### config.mk
export PLATFORM = sky130hd
export DESIGN_NAME = garegga_textrom_arbiter
export DESIGN_NICKNAME = d
export VERILOG_FILES = /design/src/rtl/garegga_textrom_arbiter.sv
export SDC_FILE = /design/constraint.sdc
export NUM_CORES = 1
export LEC_CHECK = 0
export CORE_ASPECT_RATIO = 1.25
export CORE_UTILIZATION = 50
export DETAILED_ROUTE_END_ITERATION = 8
export DONT_BUFFER_PORTS = 1
export RECOVER_POWER = 25
export SLEW_MARGIN = 40
export SYNTH_ARGS = -nofsm -noshare
export SYNTH_HDL_FRONTEND = slang
export SYNTH_SLANG_ARGS = --single-unit
### constraint.sdc
create_clock -name CLK96 -period 2.3 [get_ports CLK96]
set_clock_uncertainty 0.1 [all_clocks]
set_input_delay 0.46 -clock CLK96 [delete_from_list [all_inputs] [get_ports CLK96]]
set_output_delay 0.46 -clock CLK96 [all_outputs]
set_load 0.02 [all_outputs]
### src/rtl/garegga_textrom_arbiter.sv
// Two-requester arbiter for the shared SDRAM-backed text-ROM read port, with ROM watchdog.
// Define TEXTROM_ARB_FIXPRIO_EN to give requester 0 fixed priority instead of round-robin.
module garegga_textrom_arbiter #(
  parameter int AW  = 14,
  parameter int DW  = 16,
  parameter int TMO = 255
) (
  input  logic          CLK96,
  input  logic          RESET96,
  input  logic          R0_REQ,
  input  logic [AW-1:0] R0_ADDR,
  output logic          R0_ACK,
  output logic [DW-1:0] R0_DATA,
  input  logic          R1_REQ,
  input  logic [AW-1:0] R1_ADDR,
  output logic          R1_ACK,
  output logic [DW-1:0] R1_DATA,
  output logic          ROM_CS,
  output logic [AW-1:0] ROM_ADDR,
  input  logic [DW-1:0] ROM_DATA,
  input  logic          ROM_OK,
  output logic          BUSY,
  output logic          TMO_ERR
);

  localparam int CW = (TMO > 1) ? $clog2(TMO + 1) : 1;
  localparam logic [CW:0] TMO_LIM = (CW+1)'(TMO);

  typedef enum logic [1:0] {IDLE, ISSUE, WAIT, ACK} state_t;

  state_t        state_reg, state_next;
  logic          gnt_reg, gnt_next;
  logic [CW-1:0] cnt_reg, cnt_next;
  logic [CW:0]   cnt_inc;
  logic          rom_cs_reg, rom_cs_next;
  logic [AW-1:0] rom_addr_reg, rom_addr_next;
  logic          ack0_reg, ack0_next;
  logic          ack1_reg, ack1_next;
  logic [DW-1:0] data0_reg, data0_next;
  logic [DW-1:0] data1_reg, data1_next;
  logic          tmo_err_reg, tmo_err_next;
  logic          win;
  logic          fire;

`ifdef TEXTROM_ARB_FIXPRIO_EN
  assign win = ~R0_REQ;
`else
  logic rr_reg, rr_next;
  // rr_reg names the requester that wins a tie; 0 after reset.
  assign win = (R0_REQ & R1_REQ) ? rr_reg : R1_REQ;

  always_ff @(posedge CLK96) begin
    if (RESET96) rr_reg <= 1'b0;
    else         rr_reg <= rr_next;
  end
`endif

  assign cnt_inc = {1'b0, cnt_reg} + 1'b1;
  assign fire    = (TMO != 0) && (cnt_inc == TMO_LIM);

  always_comb begin
    state_next    = state_reg;
    gnt_next      = gnt_reg;
    cnt_next      = cnt_reg;
    rom_cs_next   = rom_cs_reg;
    rom_addr_next = rom_addr_reg;
    ack0_next     = 1'b0;
    ack1_next     = 1'b0;
    data0_next    = data0_reg;
    data1_next    = data1_reg;
    tmo_err_next  = tmo_err_reg;
`ifndef TEXTROM_ARB_FIXPRIO_EN
    rr_next       = rr_reg;
`endif
    case (state_reg)
      IDLE: begin
        if (R0_REQ || R1_REQ) begin
          gnt_next      = win;
          rom_addr_next = win ? R1_ADDR : R0_ADDR;
          rom_cs_next   = 1'b1;
          cnt_next      = '0;
          state_next    = ISSUE;
        end
      end
      // ROM_OK is deliberately ignored here: it may still be high from the last access.
      ISSUE: state_next = WAIT;
      WAIT: begin
        if (ROM_OK || fire) begin
          rom_cs_next = 1'b0;
          ack0_next   = ~gnt_reg;
          ack1_next   = gnt_reg;
          state_next  = ACK;
          if (gnt_reg) data1_next = ROM_OK ? ROM_DATA : '1;
          else         data0_next = ROM_OK ? ROM_DATA : '1;
          if (!ROM_OK) tmo_err_next = 1'b1;
        end else begin
          cnt_next = cnt_inc[CW-1:0];
        end
      end
      ACK: begin
`ifndef TEXTROM_ARB_FIXPRIO_EN
        rr_next = ~gnt_reg;
`endif
        state_next = IDLE;
      end
      default: state_next = IDLE;
    endcase
  end

  always_ff @(posedge CLK96) begin
    if (RESET96) begin
      state_reg    <= IDLE;
      gnt_reg      <= 1'b0;
      cnt_reg      <= '0;
      rom_cs_reg   <= 1'b0;
      rom_addr_reg <= '0;
      ack0_reg     <= 1'b0;
      ack1_reg     <= 1'b0;
      data0_reg    <= '0;
      data1_reg    <= '0;
      tmo_err_reg  <= 1'b0;
    end else begin
      state_reg    <= state_next;
      gnt_reg      <= gnt_next;
      cnt_reg      <= cnt_next;
      rom_cs_reg   <= rom_cs_next;
      rom_addr_reg <= rom_addr_next;
      ack0_reg     <= ack0_next;
      ack1_reg     <= ack1_next;
      data0_reg    <= data0_next;
      data1_reg    <= data1_next;
      tmo_err_reg  <= tmo_err_next;
    end
  end

  assign R0_ACK   = ack0_reg;
  assign R1_ACK   = ack1_reg;
  assign R0_DATA  = data0_reg;
  assign R1_DATA  = data1_reg;
  assign ROM_CS   = rom_cs_reg;
  assign ROM_ADDR = rom_addr_reg;
  assign BUSY     = (state_reg != IDLE);
  assign TMO_ERR  = tmo_err_reg;

endmodule

==> summary.md <==
| Metric | Value |
|---|---|
| P per Cell Area | 1078 nW/um2 |
| Hold crit path type | in2reg |
| Final setup viols | 0 |
| Final hold violations | 0 |
| CTS tree | done |
| Relative slew slack | ~60% |
| Max Cap Violations | 0 |
| Min-delay src | RESET96 |
| Setup Total Neg Slack | 0 ps |
| Post-detail-place hpwl | approximately 4300 um |
| Clk pin slew, worst setup/hold paths | 70 ps |
| RSZ-0062 raised after global routing | false |
| Hold EP | cnt_reg[0]$_SDFFE_PP0P_ |
| Initial Util | around 52% |
| Reg2reg end | R0_DATA[0]$_SDFFE_PP0P_ |
| Die footprint | just under 6000 um2 |
| Residual DRC | 0 |
| Synth area leaders | dfxtp_1, a211oi_1, nor2_1 |
| Crit Path Max Fanout | 16 |
| VDD IR max | 0.5541 mV |
| Via-to-Cell Ratio | about 5.7 |
| Run status | finished clean |
| Share of cells above drive strength 1 | around 16% |
| Ant diodes | 0 |
| Post-CTS Hold Buffers | 0 |
| Area Overhead vs Synth | 9.526% |
| Initial antenna violation count | 0 |
| Leakage | approximately 1.2 nW |
| WL per Instance | between 15 and 20 um |
| Hold path depth | 1 |
| Num rows | 30 |
| Asr flop ratio synth | 0% |
| CTS Sinks | 62 |
| Startpoint types | register |
| Worst-margin pin slew | 599.3 ps |
| Skew-Pair Late Insertion Delay | 340 ps |
| H-Tree Depth | 3 |
| Internal reg-to-reg setup slack | ~200 ps |
| First-pass GRT wire length | a little over 10,000 um |
| Worst endpoint required time | ~2400 ps |
| Critical path capture point type | register |
| Synth warn | 0 |
| Vias post-DR | 2,211 |
| Commonest cells in the netlist | dfxtp_1, nor2_1, inv_1 |
| Ys flop type | dfxtp_1 |
| First DRT Iteration DRCs | 115 |
| Achievable Freq | roughly 480 MHz |
| R2R depth | 5 |
| CTS Buf Count | 9 |
| Yosys top cell by area | dfxtp_1 |
| Worst flop-to-flop path startpoint | cnt_reg[3]$_SDFFE_PP0P_ |
| Post-CTS Setup Bufs | 0 |
| Synth unique cells | about 50 |
| Top-count cell post-synth | dfxtp_1 |
| Critical Path AT | ~2200 ps |
| GP Congestion | approximately 0.77 |
| Setup ws final | between 150 and 200 ps |
| Final ANT Viol Nets | 0 |
| GRT Overall Usage | a little over a fifth |
| Post-Syn Instances | between 300 and 400 |
| GRT Residual Overflow | 0 |
| Slew Limit Fails | 0 |
| Root buf cell | clkbuf_8 |
| Post-layout min period | ~2100 ps |
| Clock Tree Buf Depth | 2 |
| Synthesized area | around 2800 um2 |
| Post-synth EDFFs | 0 |
| Setup Crit Path Kind | reg2reg |
| # nets final | ~370 |
| Largest net degree at the start of global routing | 51 |
| Initial DRT Pass Iterations | 4 |
| Seq cells post-synth | 62 |
| Final Cycle Share | approximately nine tenths |
| Die X | between 60 and 70 um |
| DP Worst Slack | between 100 and 150 ps |
| Syn avg cell area | 8.937 um2 |
| Share of the synthesized area in the top cell type | between 40% and 50% |
| Die Span Y | approximately 86 um |
| # port buffers | 0 |
| Syn nets | approximately 370 |
| WL final | between 6000 and 7000 um |
| Core box area | around 5400 um2 |
| Seq/Total Area, Yosys | 43.95% |
| # IOs | 100 |
| Vias in the first global route | between 2,000 and 2,500 |
[per-layer routing]
layer	track usage [%]	share of wire, %	vias up
li1	-	-	1114
met1	24.19	42	1006
met2	36.10	49	76
met3	6.345	6.0	15
met4	13.36	3.1	0
met5	0	0	-
[cell type report]
| class | count | area, um2 |
|---|---|---|
| Fill cell | 537 | 2350 |
| Multi-Input combinational cell | 196 | 1353 |
| Sequential cell | 62 | 1244 |
| Inverter | 42 | 157.7 |
| Clock buffer | 10 | 137.6 |
| Tap cell | 64 | 80.08 |
| Clock inverter | 6 | 61.31 |
| Timing Repair Buffer | 8 | 60.06 |
[worst max-delay path: stages, from the launching register on]
cell and delay, ps:
dfxtp_1 490, nand3_2 140, o21a_1 230, o221a_4 340
o21ai_4 500, a211oi_1 160
[timing repair]
item / CTS / global route
endpoints found under the setup margin: 0 / 7
gates resized for setup: 0 / 2
endpoints found under the hold margin: 0 / 0
[worst max path at each step]
stage                             from                       end  slack, ps  cells after the start
6_report       cnt_reg[3]$_SDFFE_PP0P_   R0_DATA[0]$_SDFFE_PP0P_        200                      5
5_1_grt        cnt_reg[0]$_SDFFE_PP0P_   R0_DATA[2]$_SDFFE_PP0P_         60                      6
4_1_cts        cnt_reg[0]$_SDFFE_PP0P_   R0_DATA[0]$_SDFFE_PP0P_        120                      6
3_5_place_dp   cnt_reg[0]$_SDFFE_PP0P_   R0_DATA[0]$_SDFFE_PP0P_        150                      6
3_3_place_gp   cnt_reg[0]$_SDFFE_PP0P_   R0_DATA[0]$_SDFFE_PP0P_        220                      6
2_1_floorplan  cnt_reg[0]$_SDFFE_PP0P_  R0_DATA[10]$_SDFFE_PP0P_        320                      7
[kinds of logic (layout without fill, tap and decap cells)]
family / count (synthesis) / in the layout / synth area share, %
mux: 16 / 16 / 5.804
fa+ha+maj: 6 / 6 / 2.658
buf+inv: 58 / 66 / 8.152
compound gates: 93 / 93 / 25.79
flops: 62 / 62 / 43.95
simple gates: 81 / 81 / 13.65
[cells in the final DEF (no fill, tap or decap), types with 2 or more instances in the layout]
cell      synthesis  layout
nand3_1           3       3
nand3b_1          2       2
inv_1            41      41
dfxtp_2           0       2
nor4_1            4       4
nand4_1           3       3
clkbuf_8          0      10
ha_1              6       6
mux2i_1          15      15
buf_4             1       8
o21a_1            4       4
a21oi_1          15      15
dfxtp_1          62      60
clkinv_2          0       3
nor3_1            3       3
nor2_1           45      45
a211oi_2         10      10
o32ai_1           2       2
nand2_1          11      11
o21ai_0          17      17
a31oi_1           3       3
a211oi_1         25      25
o211ai_1          2       2
o21ai_4           2       2
a21o_1            2       2
[through the flow]
step / total power [W] / hold WS [ps] / cells / area (um2) / util (%)
floorplan: 0.002217 / 325.6 / 316 / 2824 / -
global route: 0.003530 / 79.47 / 388 / 3093 / 56.83
detailed placement: 0.002411 / 350.2 / 372 / 2892 / 53.13
finish: 0.003334 / 76.19 / 388 / 3093 / 56.83
CTS: 0.003360 / 72.20 / 388 / 3090 / 56.78
global placement: 0.002396 / 342.7 / 372 / 2892 / 53.13
[power breakdown]
group | leakage (nW) | internal [W] | switching, W | total, W
sequential | 0.506 | 0.00126 | 0.000317 | 0.00158
combinational | 0.542 | 0.000312 | 0.000489 | 0.000801
clock | 0.102 | 0.000525 | 0.000427 | 0.000952
Note: power is estimated with default switching activity, not from simulation.
